$ cat src/rtl/mac_tx.sv
// ---------------------------------------------------------------------------
// mac_tx : Ethernet MAC transmitter (GMII byte interface)
//
// Takes a typed payload stream from the IP/ARP layer and emits a complete
// Ethernet frame: 7x 0x55 + 0xD5 preamble/SFD, destination MAC, source MAC,
// EtherType, payload (optionally zero-padded to 46 bytes) and the CRC32 FCS,
// followed by an enforced inter-frame gap.
//
// Build option: define MAC_TX_PAD_EN to zero-pad short payloads to 46 bytes.
// Without it, the PAD state does not exist and short frames go out unpadded.
//
// Ports:
//   i_clk / i_rst                 byte clock, asynchronous active-high reset
//   i_src_mac[_valid]             load new source MAC
//   i_dest_mac[_valid]            load new destination MAC
//   i_pre_type                    EtherType, sampled at frame start
//   i_pre_data/valid/last         payload byte stream
//   o_pre_ready                   payload byte accepted on valid & ready
//   o_tx_busy                     high whenever the FSM is not idle
//   o_tx_abort                    one-cycle pulse on payload underrun
//   o_gmii_data / o_gmii_valid    registered GMII TXD / TX_EN
// ---------------------------------------------------------------------------

// Byte-wide Ethernet CRC32 (reflected polynomial 0xEDB88320, init all-ones).
// o_crc is the complemented register, i.e. the FCS value with [7:0] sent first.
module crc32_d8 (
    input  logic        i_clk,
    input  logic        i_rst,
    input  logic        i_clr,
    input  logic        i_en,
    input  logic [7:0]  i_data,
    output logic [31:0] o_crc
);
    logic [31:0] crc_reg;
    logic [31:0] crc_next;

    always_comb begin
        crc_next = crc_reg;
        for (int b = 0; b < 8; b++) begin
            if (crc_next[0] ^ i_data[b])
                crc_next = (crc_next >> 1) ^ 32'hEDB88320;
            else
                crc_next = crc_next >> 1;
        end
    end

    always_ff @(posedge i_clk or posedge i_rst) begin
        if (i_rst)
            crc_reg <= '1;
        else if (i_clr)
            crc_reg <= '1;
        else if (i_en)
            crc_reg <= crc_next;
    end

    assign o_crc = ~crc_reg;
endmodule

module mac_tx #(
    parameter logic [47:0] P_SRC_MAC    = 48'h0,
    parameter logic [47:0] P_DEST_MAC   = 48'h0,
    parameter int          P_IFG_CYCLES = 12
) (
    input  logic        i_clk,
    input  logic        i_rst,
    input  logic [47:0] i_src_mac,
    input  logic        i_src_mac_valid,
    input  logic [47:0] i_dest_mac,
    input  logic        i_dest_mac_valid,
    input  logic [15:0] i_pre_type,
    input  logic [7:0]  i_pre_data,
    input  logic        i_pre_valid,
    input  logic        i_pre_last,
    output logic        o_pre_ready,
    output logic        o_tx_busy,
    output logic        o_tx_abort,
    output logic [7:0]  o_gmii_data,
    output logic        o_gmii_valid
);
    typedef enum logic [3:0] {
        S_IDLE, S_PREAMBLE, S_DEST, S_SRC, S_TYPE, S_PAYLOAD,
`ifdef MAC_TX_PAD_EN
        S_PAD,
`endif
        S_FCS, S_IFG
    } state_t;

`ifdef MAC_TX_PAD_EN
    localparam logic [15:0] MIN_PAYLOAD = 16'd46;
`endif
    // The IDLE cycle before the next preamble is itself one gap cycle, so the
    // IFG state only has to cover the remaining P_IFG_CYCLES-1 cycles.
    localparam bit          IFG_SKIP = (P_IFG_CYCLES <= 1);
    localparam logic [15:0] IFG_LAST = (P_IFG_CYCLES > 1) ? 16'(P_IFG_CYCLES - 2) : 16'd0;

    state_t      state_reg;
    logic [47:0] src_mac_reg, dest_mac_reg;
    logic [47:0] src_work_reg, dest_work_reg;
    logic [15:0] type_work_reg;
    logic [2:0]  idx_reg;
    logic [15:0] pay_cnt_reg, ifg_cnt_reg;
    logic [15:0] pay_cnt_next;
    logic [7:0]  byte_next;
    logic        crc_clr, crc_en;
    logic [31:0] crc;

    function automatic logic [7:0] mac_byte(input logic [47:0] mac, input logic [2:0] i);
        case (i)
            3'd0:    mac_byte = mac[47:40];
            3'd1:    mac_byte = mac[39:32];
            3'd2:    mac_byte = mac[31:24];
            3'd3:    mac_byte = mac[23:16];
            3'd4:    mac_byte = mac[15:8];
            default: mac_byte = mac[7:0];
        endcase
    endfunction

    // Configured MACs; working copies are taken only at frame start.
    always_ff @(posedge i_clk or posedge i_rst) begin
        if (i_rst) begin
            src_mac_reg  <= P_SRC_MAC;
            dest_mac_reg <= P_DEST_MAC;
        end else begin
            if (i_src_mac_valid)  src_mac_reg  <= i_src_mac;
            if (i_dest_mac_valid) dest_mac_reg <= i_dest_mac;
        end
    end

    assign o_pre_ready  = (state_reg == S_PAYLOAD);
    assign o_tx_busy    = (state_reg != S_IDLE);
    assign pay_cnt_next = (pay_cnt_reg == 16'hFFFF) ? pay_cnt_reg : pay_cnt_reg + 16'd1;
    assign crc_clr      = (state_reg == S_IDLE) || (state_reg == S_PREAMBLE);

    // Byte the output register loads on the next edge; the CRC sees the same
    // byte so the FCS covers exactly what went out from DEST through PAD.
    always_comb begin
        byte_next = 8'h00;
        crc_en    = 1'b0;
        case (state_reg)
            S_PREAMBLE: byte_next = (idx_reg == 3'd7) ? 8'hD5 : 8'h55;
            S_DEST:     begin byte_next = mac_byte(dest_work_reg, idx_reg); crc_en = 1'b1; end
            S_SRC:      begin byte_next = mac_byte(src_work_reg, idx_reg);  crc_en = 1'b1; end
            S_TYPE:     begin
                byte_next = idx_reg[0] ? type_work_reg[7:0] : type_work_reg[15:8];
                crc_en    = 1'b1;
            end
            S_PAYLOAD:  begin byte_next = i_pre_data; crc_en = i_pre_valid; end
`ifdef MAC_TX_PAD_EN
            S_PAD:      begin byte_next = 8'h00; crc_en = 1'b1; end
`endif
            S_FCS: begin
                case (idx_reg[1:0])
                    2'd0:    byte_next = crc[7:0];
                    2'd1:    byte_next = crc[15:8];
                    2'd2:    byte_next = crc[23:16];
                    default: byte_next = crc[31:24];
                endcase
            end
            default: ;
        endcase
    end

    crc32_d8 u_crc (
        .i_clk  (i_clk),
        .i_rst  (i_rst),
        .i_clr  (crc_clr),
        .i_en   (crc_en),
        .i_data (byte_next),
        .o_crc  (crc)
    );

    always_ff @(posedge i_clk or posedge i_rst) begin
        if (i_rst) begin
            state_reg     <= S_IDLE;
            o_gmii_data   <= 8'h00;
            o_gmii_valid  <= 1'b0;
            o_tx_abort    <= 1'b0;
            idx_reg       <= 3'd0;
            pay_cnt_reg   <= 16'd0;
            ifg_cnt_reg   <= 16'd0;
            src_work_reg  <= 48'h0;
            dest_work_reg <= 48'h0;
            type_work_reg <= 16'h0;
        end else begin
            o_tx_abort <= 1'b0;
            case (state_reg)
                S_IDLE: begin
                    o_gmii_valid <= 1'b0;
                    o_gmii_data  <= 8'h00;
                    if (i_pre_valid) begin
                        state_reg     <= S_PREAMBLE;
                        idx_reg       <= 3'd0;
                        pay_cnt_reg   <= 16'd0;
                        src_work_reg  <= src_mac_reg;
                        dest_work_reg <= dest_mac_reg;
                        type_work_reg <= i_pre_type;
                    end
                end
                S_PREAMBLE: begin
                    o_gmii_valid <= 1'b1;
                    o_gmii_data  <= byte_next;
                    idx_reg      <= idx_reg + 3'd1;
                    if (idx_reg == 3'd7) begin
                        state_reg <= S_DEST;
                        idx_reg   <= 3'd0;
                    end
                end
                S_DEST, S_SRC: begin
                    o_gmii_data <= byte_next;
                    idx_reg     <= idx_reg + 3'd1;
                    if (idx_reg == 3'd5) begin
                        state_reg <= (state_reg == S_DEST) ? S_SRC : S_TYPE;
                        idx_reg   <= 3'd0;
                    end
                end
                S_TYPE: begin
                    o_gmii_data <= byte_next;
                    idx_reg     <= idx_reg + 3'd1;
                    if (idx_reg == 3'd1) begin
                        state_reg <= S_PAYLOAD;
                        idx_reg   <= 3'd0;
                    end
                end
                S_PAYLOAD: begin
                    if (i_pre_valid) begin
                        o_gmii_data <= byte_next;
                        pay_cnt_reg <= pay_cnt_next;
                        if (i_pre_last) begin
                            idx_reg <= 3'd0;
`ifdef MAC_TX_PAD_EN
                            state_reg <= (pay_cnt_next < MIN_PAYLOAD) ? S_PAD : S_FCS;
`else
                            state_reg <= S_FCS;
`endif
                        end
                    end else begin
                        // Underrun: abandon the frame without an FCS.
                        o_gmii_valid <= 1'b0;
                        o_gmii_data  <= 8'h00;
                        o_tx_abort   <= 1'b1;
                        ifg_cnt_reg  <= 16'd0;
                        state_reg    <= IFG_SKIP ? S_IDLE : S_IFG;
                    end
                end
`ifdef MAC_TX_PAD_EN
                S_PAD: begin
                    o_gmii_data <= byte_next;
                    pay_cnt_reg <= pay_cnt_next;
                    if (pay_cnt_next >= MIN_PAYLOAD) begin
                        state_reg <= S_FCS;
                        idx_reg   <= 3'd0;
                    end
                end
`endif
                S_FCS: begin
                    o_gmii_data <= byte_next;
                    idx_reg     <= idx_reg + 3'd1;
                    if (idx_reg == 3'd3) begin
                        ifg_cnt_reg <= 16'd0;
                        state_reg   <= IFG_SKIP ? S_IDLE : S_IFG;
                    end
                end
                S_IFG: begin
                    o_gmii_valid <= 1'b0;
                    o_gmii_data  <= 8'h00;
                    ifg_cnt_reg  <= ifg_cnt_reg + 16'd1;
                    if (ifg_cnt_reg == IFG_LAST)
                        state_reg <= S_IDLE;
                end
                default: state_reg <= S_IDLE;
            endcase
        end
    end
endmodule
$ cat config.mk
export PLATFORM = sky130hd
export DESIGN_NAME = mac_tx
export DESIGN_NICKNAME = d
export VERILOG_FILES = /design/src/rtl/mac_tx.sv
export SDC_FILE = /design/constraint.sdc
export NUM_CORES = 1
export LEC_CHECK = 0
export ABC_AREA = 1
export CORE_ASPECT_RATIO = 0.9
export CORE_MARGIN = 2
export CORE_UTILIZATION = 60
export CTS_BUF_LIST = sky130_fd_sc_hd__clkbuf_2
export CTS_CLUSTER_SIZE = 25
export DETAILED_ROUTE_END_ITERATION = 16
export PLACE_DENSITY = 0.83
export SLEW_MARGIN = 0
export SYNTH_ARGS = -nofsm -noshare
export SYNTH_HDL_FRONTEND = slang
export SYNTH_SLANG_ARGS = --single-unit
$ cat constraint.sdc
create_clock -name i_clk -period 17.1 [get_ports i_clk]
set_input_delay 4.275 -clock i_clk [delete_from_list [all_inputs] [get_ports i_clk]]
set_output_delay 4.275 -clock i_clk [all_outputs]
set_load 0.02 [all_outputs]
# After elaboration in Yosys (flattened, before gate mapping)
# Cells that the tools add are included.
dict set report word_totals {
  ram_bits 0
  register_bits 273
  romBits 0
  inputBits 126
  out_inout_bits 12
  memories 0
  latch_bits 0
}
dict set report classes {
  muxes 43
  n_div 0
  n_addsub 2
  mul 0
  bitwise_logic 17
  reduce_logical 19
  order_cmp 0
  eq_ne 26
  shifts 0
}
# op n
set ops {}
lappend ops {{32-bit two-way mux} 10}
lappend ops {{13-bit NOT with 14-bit output} 8}
lappend ops {{8-bit one-hot mux with 5 select lines} 2}
lappend ops {{16-bit one-hot mux with 3 select lines} 1}
lappend ops {{8-bit one-hot mux with 3 select lines} 2}
lappend ops {{8-bit one-hot mux with 6 select lines} 1}
lappend ops {{16-bit two-way mux} 2}
lappend ops {{4-bit two-way mux} 8}
lappend ops {{32-bit NOT} 1}
lappend ops {{4-bit one-hot mux with 7 select lines} 1}
lappend ops {{8-bit two-way mux} 3}
lappend ops {{3-bit two-way mux} 7}
lappend ops {{3-bit one-hot mux with 6 select lines} 1}
lappend ops {{16-bit by 1-bit adder with 16-bit output, second input constant} 1}
lappend ops {{16-bit by 4-bit equality test with 1-bit output, second input constant} 1}
lappend ops {{4-bit by 3-bit equality test with 1-bit output, second input constant} 4}
lappend ops {{2-bit != test, second input constant} 8}
lappend ops {{3-bit equality test, second input constant} 3}
lappend ops {{3-bit nonzero test} 3}
lappend ops {{4-bit by 2-bit equality test with 1-bit output, second input constant} 2}
lappend ops {{1-bit bitwise XOR} 8}
lappend ops {{7-bit AND reduction} 1}
lappend ops {{3-bit by 2-bit equality test with 1-bit output, second input constant} 2}
lappend ops {{6-bit nonzero test} 1}
lappend ops {{other kinds (22)} 26}

# Depth between registers and ports, before layout
# Gate-level depths: netlist of the first run.
dict set report depth {
  ltp_word 21
  ltp_mapped 24
}

# Cells and area by module
# A second synthesis of the first run with hierarchy kept.
dict set report unflattened {
  hier_cells 1743
  area_unflattened_um2 13827.0
}
# mod area_per_inst_um2 cells_per_inst n_inst
set modules_own_cells {}
lappend modules_own_cells {mac_tx 11357.1 1378 1}
lappend modules_own_cells {crc32_d8 2469.9 365 1}

# Worst setup path after synthesis of the first run
# Ideal clock, no wire load.
dict set report synth_timing {
  kind {input-to-reg}
  start {in i_pre_data[0]}
  end {reg u_crc.crc_reg[8]}
  slack_ns 11.414
  path_stages 13
  arrival_ns 5.609
  path_buffers 1
  required_time_ns 17.023
  cell_sequence {o21ai_0 -> nand2_1 -> nor2_1 -> nand3_2 -> nand2_1 -> nand2_2 -> buf_6 -> nand2_4 -> nand2_4 -> nand2_8 -> nand2_8 -> or2_0 -> a22oi_2}
}
dict set report synth_via {
  elab_chain_cells 14
}
# item line_no
set synth_rtl {}
lappend synth_rtl {{from (decl)} 71} ;# input logic [7:0] i_pre_data,
lappend synth_rtl {{8-bit one-hot mux with 6 select lines *} 139} ;# case (state_reg)
lappend synth_rtl {{1-bit bitwise XOR *} 40} ;# if (crc_next[0] ^ i_data[b])
lappend synth_rtl {{32-bit two-way mux * (6 in series)} 40}
lappend synth_rtl {{1-bit bitwise XOR / 13-bit NOT with 14-bit output (equally long branches)} -}
lappend synth_rtl {{32-bit two-way mux *} 40}
lappend synth_rtl {{13-bit NOT with 14-bit output (no line)} -}
lappend synth_rtl {{32-bit two-way mux *} 40}
lappend synth_rtl {{32-bit two-way mux *} 52} ;# else if (i_en)
lappend synth_rtl {{32-bit two-way mux *} 50} ;# else if (i_clr)
lappend synth_rtl {{to (signal assigned)} 53} ;# crc_reg <= crc_next;
lappend synth_rtl {{to (decl)} 34} ;# logic [31:0] crc_reg;
# Every way passes the cells marked *; elsewhere a longest branch is shown, timed or not. The select of a mux whose other input is x is not followed.
# A chain may end at the register's enable or synchronous reset.

# Worst setup path after layout of the first run
dict set report layout_timing {
  start {reg state_reg[1]}
  end {out o_tx_busy}
}
dict set report layout_via {
  elab_chain_cells 1
}
# item line_no
set layout_rtl {}
lappend layout_rtl {{from (decl)} 96} ;# state_t state_reg;
lappend layout_rtl {{from (signal assigned)} 212} ;# state_reg <= (state_reg == S_DEST) ? S_SRC : S_TYPE;
lappend layout_rtl {{from (signal assigned)} 242} ;# state_reg <= IFG_SKIP ? S_IDLE : S_IFG;
lappend layout_rtl {{from (signal assigned)} 260} ;# state_reg <= IFG_SKIP ? S_IDLE : S_IFG;
lappend layout_rtl {{4-bit nonzero test} 130} ;# assign o_tx_busy = (state_reg != S_IDLE);
lappend layout_rtl {{to (decl)} 75} ;# output logic o_tx_busy,
# No other way between the ends.

==> results of run 1 <==
## kinds of logic (layout without fill, tap and decap cells)
kind of cell | count (synthesis) | after routing | share of synthesized area (%)
xor+xnor | 27 | 27 | 2.00
simple gates | 768 | 768 | 24.7
other cells | 0 | 1 | 0
flops | 272 | 272 | 51.4
mux | 16 | 16 | 1.35
buf+inv | 279 | 479 | 8.24
fa+ha+maj | 9 | 9 | 0.845
compound gates | 291 | 291 | 11.4
## placed cells by master, fill, tap and decap left out, types with 3 or more instances in the layout
master	count
ha_1	9
clkinv_1	9
xnor2_1	3
o21ai_0	239
nand2_2	23
mux2_2	16
clkdlybuf4s50_1	135
o21ai_2	6
nand2_4	13
clkinvlp_4	3
nor2_1	111
nor4_1	4
o22ai_1	13
dfrtp_1	240
a21oi_1	20
nand4_1	19
xor2_1	20
nor3_1	12
nand2_1	511
inv_1	208
dfstp_2	32
clkbuf_2	103
nand3_2	7
o21ai_1	3
nor2_2	10
nand3_1	51
buf_4	9
inv_2	6
xor2_2	4
## power groups by stage
stage               Clock, mW  Sequential [mW]  Combinational [mW]
finish                  0.436             1.00                1.64
global route            0.479             1.03                1.82
floorplan                   0            0.978                1.21
detailed placement          0             1.01                1.60
global placement            0             1.00                1.56
CTS                     0.442            0.999                1.61
## final cells by class
type                    instances  area, um2
flip-flops and latches        272       6850
fillers                      1817       6240
multi-input cells            1111       5390
repair buffers                146       1430
inverters                     216        818
clock buffers                 103        515
well taps                     291        364
clock inverters                14       92.6
diodes                          1       2.50
## how the worst min path moves through the flow
stage	endpoint	startpoint	cells after the start
after detailed placement	dest_work_reg[36]	dest_work_reg[36]	2
final	src_work_reg[20]	src_work_reg[20]	2
after global routing	src_work_reg[23]	src_work_reg[23]	2
after CTS	u_crc.crc_reg[5]	u_crc.crc_reg[13]	2
after floorplan	dest_work_reg[16]	dest_work_reg[16]	2
after global placement	dest_work_reg[24]	dest_work_reg[24]	2
## metal layers
metal	up-vias	track usage, %	part of all wire, %	routed length [um]
met5	-	0	0	0
met4	0	10.4	2.4	820
met3	76	6.36	7.6	2560
met2	430	46.0	46	15500
met1	5348	41.2	44	14700
li1	5561	-	-	-
## stage by stage
| step | cell area, um2 | power (mW) |
|---|---|---|
| after floorplan | 13300 | 2.19 |
| after CTS | 15500 | 3.05 |
| after global routing | 15500 | 3.33 |
| final | 15500 | 3.08 |
| after global placement | 14800 | 2.56 |
| after detailed placement | 14800 | 2.61 |
## worst min-delay path, delay by kind of cell (launching register included)
| family | cells | cell delay, ns |
|---|---|---|
| DFF | 1 | 0.36 |
| and+or+nand+nor | 1 | 0.05 |
| AOI/OAI and AO/OA | 1 | 0.05 |
==> impl_results.md, run 1 <==
* DR WL/cell at 15.6 um
* Req. time, crit path at 12.82 ns
* Max-slew headroom at 29.3%
* Drt drc at 0
* Critical-path cell list: nor2_1 > inv_1 > nor2_1 > inv_1 > clkdlybuf4s50_1
* Row count at 51
* Synthesis Warnings at 0
* Synth Flop Type: dfrtp_1
* Largest stage delay, worst path at 0.56 ns
* Vias in the first global route at 10900
* Final WL at 33500 um
* Power Density at 199 nW/um2
* Post-synth ARST share at 100%
* Post-synth top cells: 512 x nand2_1, 240 x dfrtp_1, 239 x o21ai_0
* 1st-iter DRT viols at 1036
* Synthesized flop and latch total at 272
* CTS Buffer Depth at 3
* CP top delay family: buffers and inverters
* Register area share after synthesis at 51.4%
* P_sw at 1.49 mW
* Class of the worst hold path: register to register
* Main area contributors after synthesis: dfrtp_1 45%, nand2_1 14%, o21ai_0 9.0%
* Pin count of the biggest net entering global routing at 157
* CP max-delay cell: clkdlybuf4s50_1
* Post-CTS Resized at 0
* Cells after Synth at 1662
* Routed vias/inst at 5.30
* Worst R2R Setup Slack at 12.73 ns
* Final period utilization at 40.2%
* P_leak at 7.89 nW
* CTS Root Cell: clkbuf_2
* Worst-path clk slew at 0.09 ns
* Setup Crit Path Kind: register to output pin
* Synth top area share at 45.1%
* Max Clock Skew at 0.0744 ns
* Setup Fix Bufs, Post-CTS at 0
* Critical Path Start Type: register
* Most frequent cell after synthesis: nand2_1
* Crit. Startpoint: state_reg[1]
* Grt ovf at 0
* Placed wire-length estimate at 23400 um
* Synth Area per Inst at 8.02 um2
* Peak supply drop at 197 uV
* Initial cell density of the core at 61.4%
* Setup TNS at 0 ns
* Area Overhead vs Synth at 16.0%
* Finish-stage setup viols at 0
* R2R depth at 21
* Crit path arrival time at 2.60 ns
* Cell Area, Synth at 13300 um2
* Cts bufs inserted at 70
* Crit. path cell count at 5
* Buffers on Ports at 137
* CTS tree: built
* Gr usage total at 29.4%
* Hold buffers post-CTS at 0
* Reg-to-reg startpoint: idx_reg[0]
* Unrepaired setup endpoints after global routing: no
* Final WS setup at 10.23 ns
* Net count after synthesis at 1797
* H-Tree Depth at 3
* Initial antenna violation count at 1
* Clock sinks at 272
* Share of layout cells above drive strength 1 at 13.0%
* Max Slew Vio Count at 0
* Cell Int Power at 1.59 mW
* Max-cap check violation count at 0
* Die Area at 23400 um2
* Share of total power in combinational logic at 53.2%
* Unique cell type count in the Yosys netlist at 43
* Clock insertion delay at the later pin of the skew report at 0.87 ns
* Period minus WS final at 6.87 ns
* Placed Cells at 2036
* Final Hold Fails at 0
* CP Max Fanout at 7
* End point of the critical path: o_tx_busy
* Final Util at 71.2%
* Drt first pass iters at 5
* Maximum clock rate at 0.146 GHz
* Finished Layout Cells at 2154
* Top Ports at 138
* EDFF count, synth at 0
* Post-DRT Antenna Nets at 0
* Seq pwr share at 32.6%
* Status: complete, no violations
* Switch share at 48.3%
* Slew at the pin closest to its max-slew limit at 1.06 ns
* CP endpoint kind: output pin
* Core box area at 21700 um2
* Dpl ws at 9.48 ns
* Final GP Congestion at 0.940
* Die Ht at 145 um
* DR vias at 11400
* FF-to-FF End: u_crc.crc_reg[19]
* Hold WS at 0.494 ns
* Final #Nets at 1952
* First-pass GRT wire length at 55000 um
* Clock Power Share at 14.2%
* Leading area contributor after synthesis: dfrtp_1
* Buffer and inverter count on the worst path at 3
* Die X at 161 um
Power figures use the tool's default switching activity.
==> run 2: changes to the inputs <==
Settings changed: CORE_UTILIZATION 60 to 53, PLACE_DENSITY 0.83 to 0.77.
Clock period 17.1 ns to 5.51 ns, I/O delays scaled along.
==> run 2 against run 1 <==
Sequential power increased to 3.2 times the previous value; final area up 0.98%; sequential cell count unchanged; critical endpoint unchanged.
==> impl_results.md, run 2 (synthesis gave the netlist of run 1 again) <==
* Crit path arrival time at 2.62 ns (was 2.60 ns)
* Drt first pass iters at 7 (was 5)
* First-pass GRT wire length at 55700 um (was 55000 um)
* CP Max Fanout at 7 (unchanged)
* Hold_sp: src_work_reg[24] (was src_work_reg[20])
* Commonest non-fill, non-tap cell in the layout: nand2_1 (unchanged)
* Die Ht at 154 um (was 145 um)
* Max-cap check violation count at 0 (unchanged)
* Setup TNS at 0 ns (unchanged)
* Placed wire-length estimate at 24600 um (was 23400 um)
* CTS Buffer Depth at 3 (unchanged)
* Placed inst area at 15000 um2 (was 14800 um2)
* CP max-delay cell: clkdlybuf4s50_1 (unchanged)
* Row count at 55 (was 51)
* Max Clock Skew at 0.109 ns (was 0.0744 ns)
* Final WL at 34300 um (was 33500 um)
* Cts bufs inserted at 71 (was 70)
* Final Hold Fails at 0 (unchanged)
* Status: complete, no violations (unchanged)
* 1st-iter DRT viols at 994 (was 1036)
* H-Tree Depth at 3 (unchanged)
* Most frequent cells in the layout: 511 x nand2_1, 240 x dfrtp_1, 239 x o21ai_0 (unchanged)
* Hold-critical path endpoint: src_work_reg[24] (was src_work_reg[20])
* Final #Nets at 1959 (was 1952)
* DR vias at 11400 (about the same)
* Clock insertion delay at the later pin of the skew report at 0.89 ns (was 0.87 ns)
* Slew at the pin closest to its max-slew limit at 0.971 ns (was 1.06 ns)
* Req. time, crit path at 4.13 ns (was 12.82 ns)
* DR WL/cell at 15.4 um (was 15.6 um)
* Buffers on Ports at 137 (unchanged)
* Unrepaired setup endpoints after global routing: no (unchanged)
* Core box area at 24900 um2 (was 21700 um2)
* Worst-path clk slew at 0.11 ns (was 0.09 ns)
* Share of layout cells above drive strength 1 at 13.3% (was 13.0%)
* Class of the worst hold path: register to register (unchanged)
* Initial cell density of the core at 53.5% (was 61.4%)
* Initial antenna violation count at 1 (unchanged)
* FF-to-FF End: u_crc.crc_reg[19] (unchanged)
* Die X at 171 um (was 161 um)
* Maximum clock rate at 0.250 GHz
* Area Overhead vs Synth at 17.1% (was 16.0%)
* Peak supply drop at 341 uV (was 197 uV)
* Finished Cell Area at 15600 um2 (was 15500 um2)
* Routed vias/inst at 5.15 (was 5.30)
* CP endpoint kind: output pin (unchanged)
* Final GP Congestion at 0.981 (was 0.940)
* Vias in the first global route at 11200 (was 10900)
* Reg-to-reg startpoint: idx_reg[0] (unchanged)
* R2R depth at 19 (was 21)
* P_leak at 7.94 nW (was 7.89 nW)
* Final period utilization at 72.5%
* Drt drc at 0 (unchanged)
* Die Area at 26400 um2 (was 23400 um2)
* Pin count of the biggest net entering global routing at 131 (was 157)
* Grt ovf at 0 (unchanged)
* Post-DRT Antenna Nets at 0 (unchanged)
* Finish-stage setup viols at 0 (unchanged)
* Max Slew Vio Count at 0 (unchanged)
* Critical Path Start Type: register (unchanged)
* Post-CTS Resized at 0 (unchanged)
* Hold buffers post-CTS at 0 (unchanged)
* Worst R2R Setup Slack at 1.61 ns (was 12.73 ns)
* PnR Total Power at 9.58 mW (was 3.08 mW)
* Top Ports at 138 (unchanged)
* Largest stage delay, worst path at 0.56 ns (about the same)
* CTS Root Cell: clkbuf_2 (unchanged)
* Power Density at 614 nW/um2 (was 199 nW/um2)
* Period minus WS final at 4.00 ns
* Max-slew headroom at 35.3% (was 29.3%)
* Setup Fix Bufs, Post-CTS at 0 (unchanged)
* Gr usage total at 26.6% (was 29.4%)
* CTS tree: built (unchanged)
* Setup Crit Path Kind: register to output pin (unchanged)
* CP top delay family: buffers and inverters (unchanged)
* Clock sinks at 272 (unchanged)
* Worst hold stages at 2 (unchanged)
* Buffer and inverter count on the worst path at 3 (unchanged)
* Critical-path cell list: nor2_1 > inv_1 > nor2_1 > inv_1 > clkdlybuf4s50_1 (unchanged)
## run 2: final cells by class
class / instances / area, um2
well taps: 342 / 428
diodes: 1 / 2.50
clock buffers: 103 / 515
fillers: 2259 / 9310
inverters: 216 / 815
clock inverters: 22 / 114
repair buffers: 152 / 1500
flip-flops and latches: 272 / 6850
multi-input cells: 1111 / 5390
## run 2: power by group
part	internal [mW]	total, mW	switching, mW
clock network	0.513	1.37	0.859
logic	1.70	5.02	3.32
registers	2.72	3.18	0.466
total	4.93	9.58	4.65
## run 2: per-layer routing
metal	wire (um)	track usage, %	up-vias
met1	15400	37.2	5313
li1	-	-	5596
met5	0	0	-
met4	960	9.81	0
met3	2540	5.60	76
met2	15300	41.1	447
## run 2: how the worst max path moves through the flow
| stage | start | to | slack (ns) | depth (start not counted) |
|---|---|---|---|---|
| floorplan | i_rst | dest_mac_reg[0] | 0.56 | 1 |
| global placement | i_pre_valid | ifg_cnt_reg[14] | 1.55 | 11 |
| detailed placement | i_pre_valid | ifg_cnt_reg[14] | 1.59 | 11 |
| CTS | state_reg[1] | o_tx_busy | 1.46 | 5 |
| global route | idx_reg[0] | u_crc.crc_reg[19] | 1.17 | 21 |
| finish | state_reg[1] | o_tx_busy | 1.51 | 5 |
## run 2: worst reg2reg max path, cell delays in order (launching register included)
cell and delay (ns):
dfrtp_1 0.62, clkinv_1 0.38, ha_1 0.49, nor2_1 0.27, nand3_4 0.36, nor2_1 0.22, nor2_1 0.07, o21ai_2 0.10
nand4_1 0.12, nand2_2 0.29, nand2_1 0.16, nand2_4 0.15, nand2_1 0.06, nand2_1 0.11, nand2_1 0.08, nand2_1 0.10
nand2_1 0.05, nand3_1 0.06, nand2_1 0.05, inv_1 0.05
## run 2: stage by stage
step                worst slack, ns  utilization (%)  hold slack (ns)  cells
floorplan                     0.563                -            0.453   1662
global placement               1.55             60.1            0.468   2093
detailed placement             1.59             60.1            0.474   2093
CTS                            1.46             62.6            0.485   2218
global route                   1.17             62.6            0.527   2219
finish                         1.51             62.6            0.495   2219
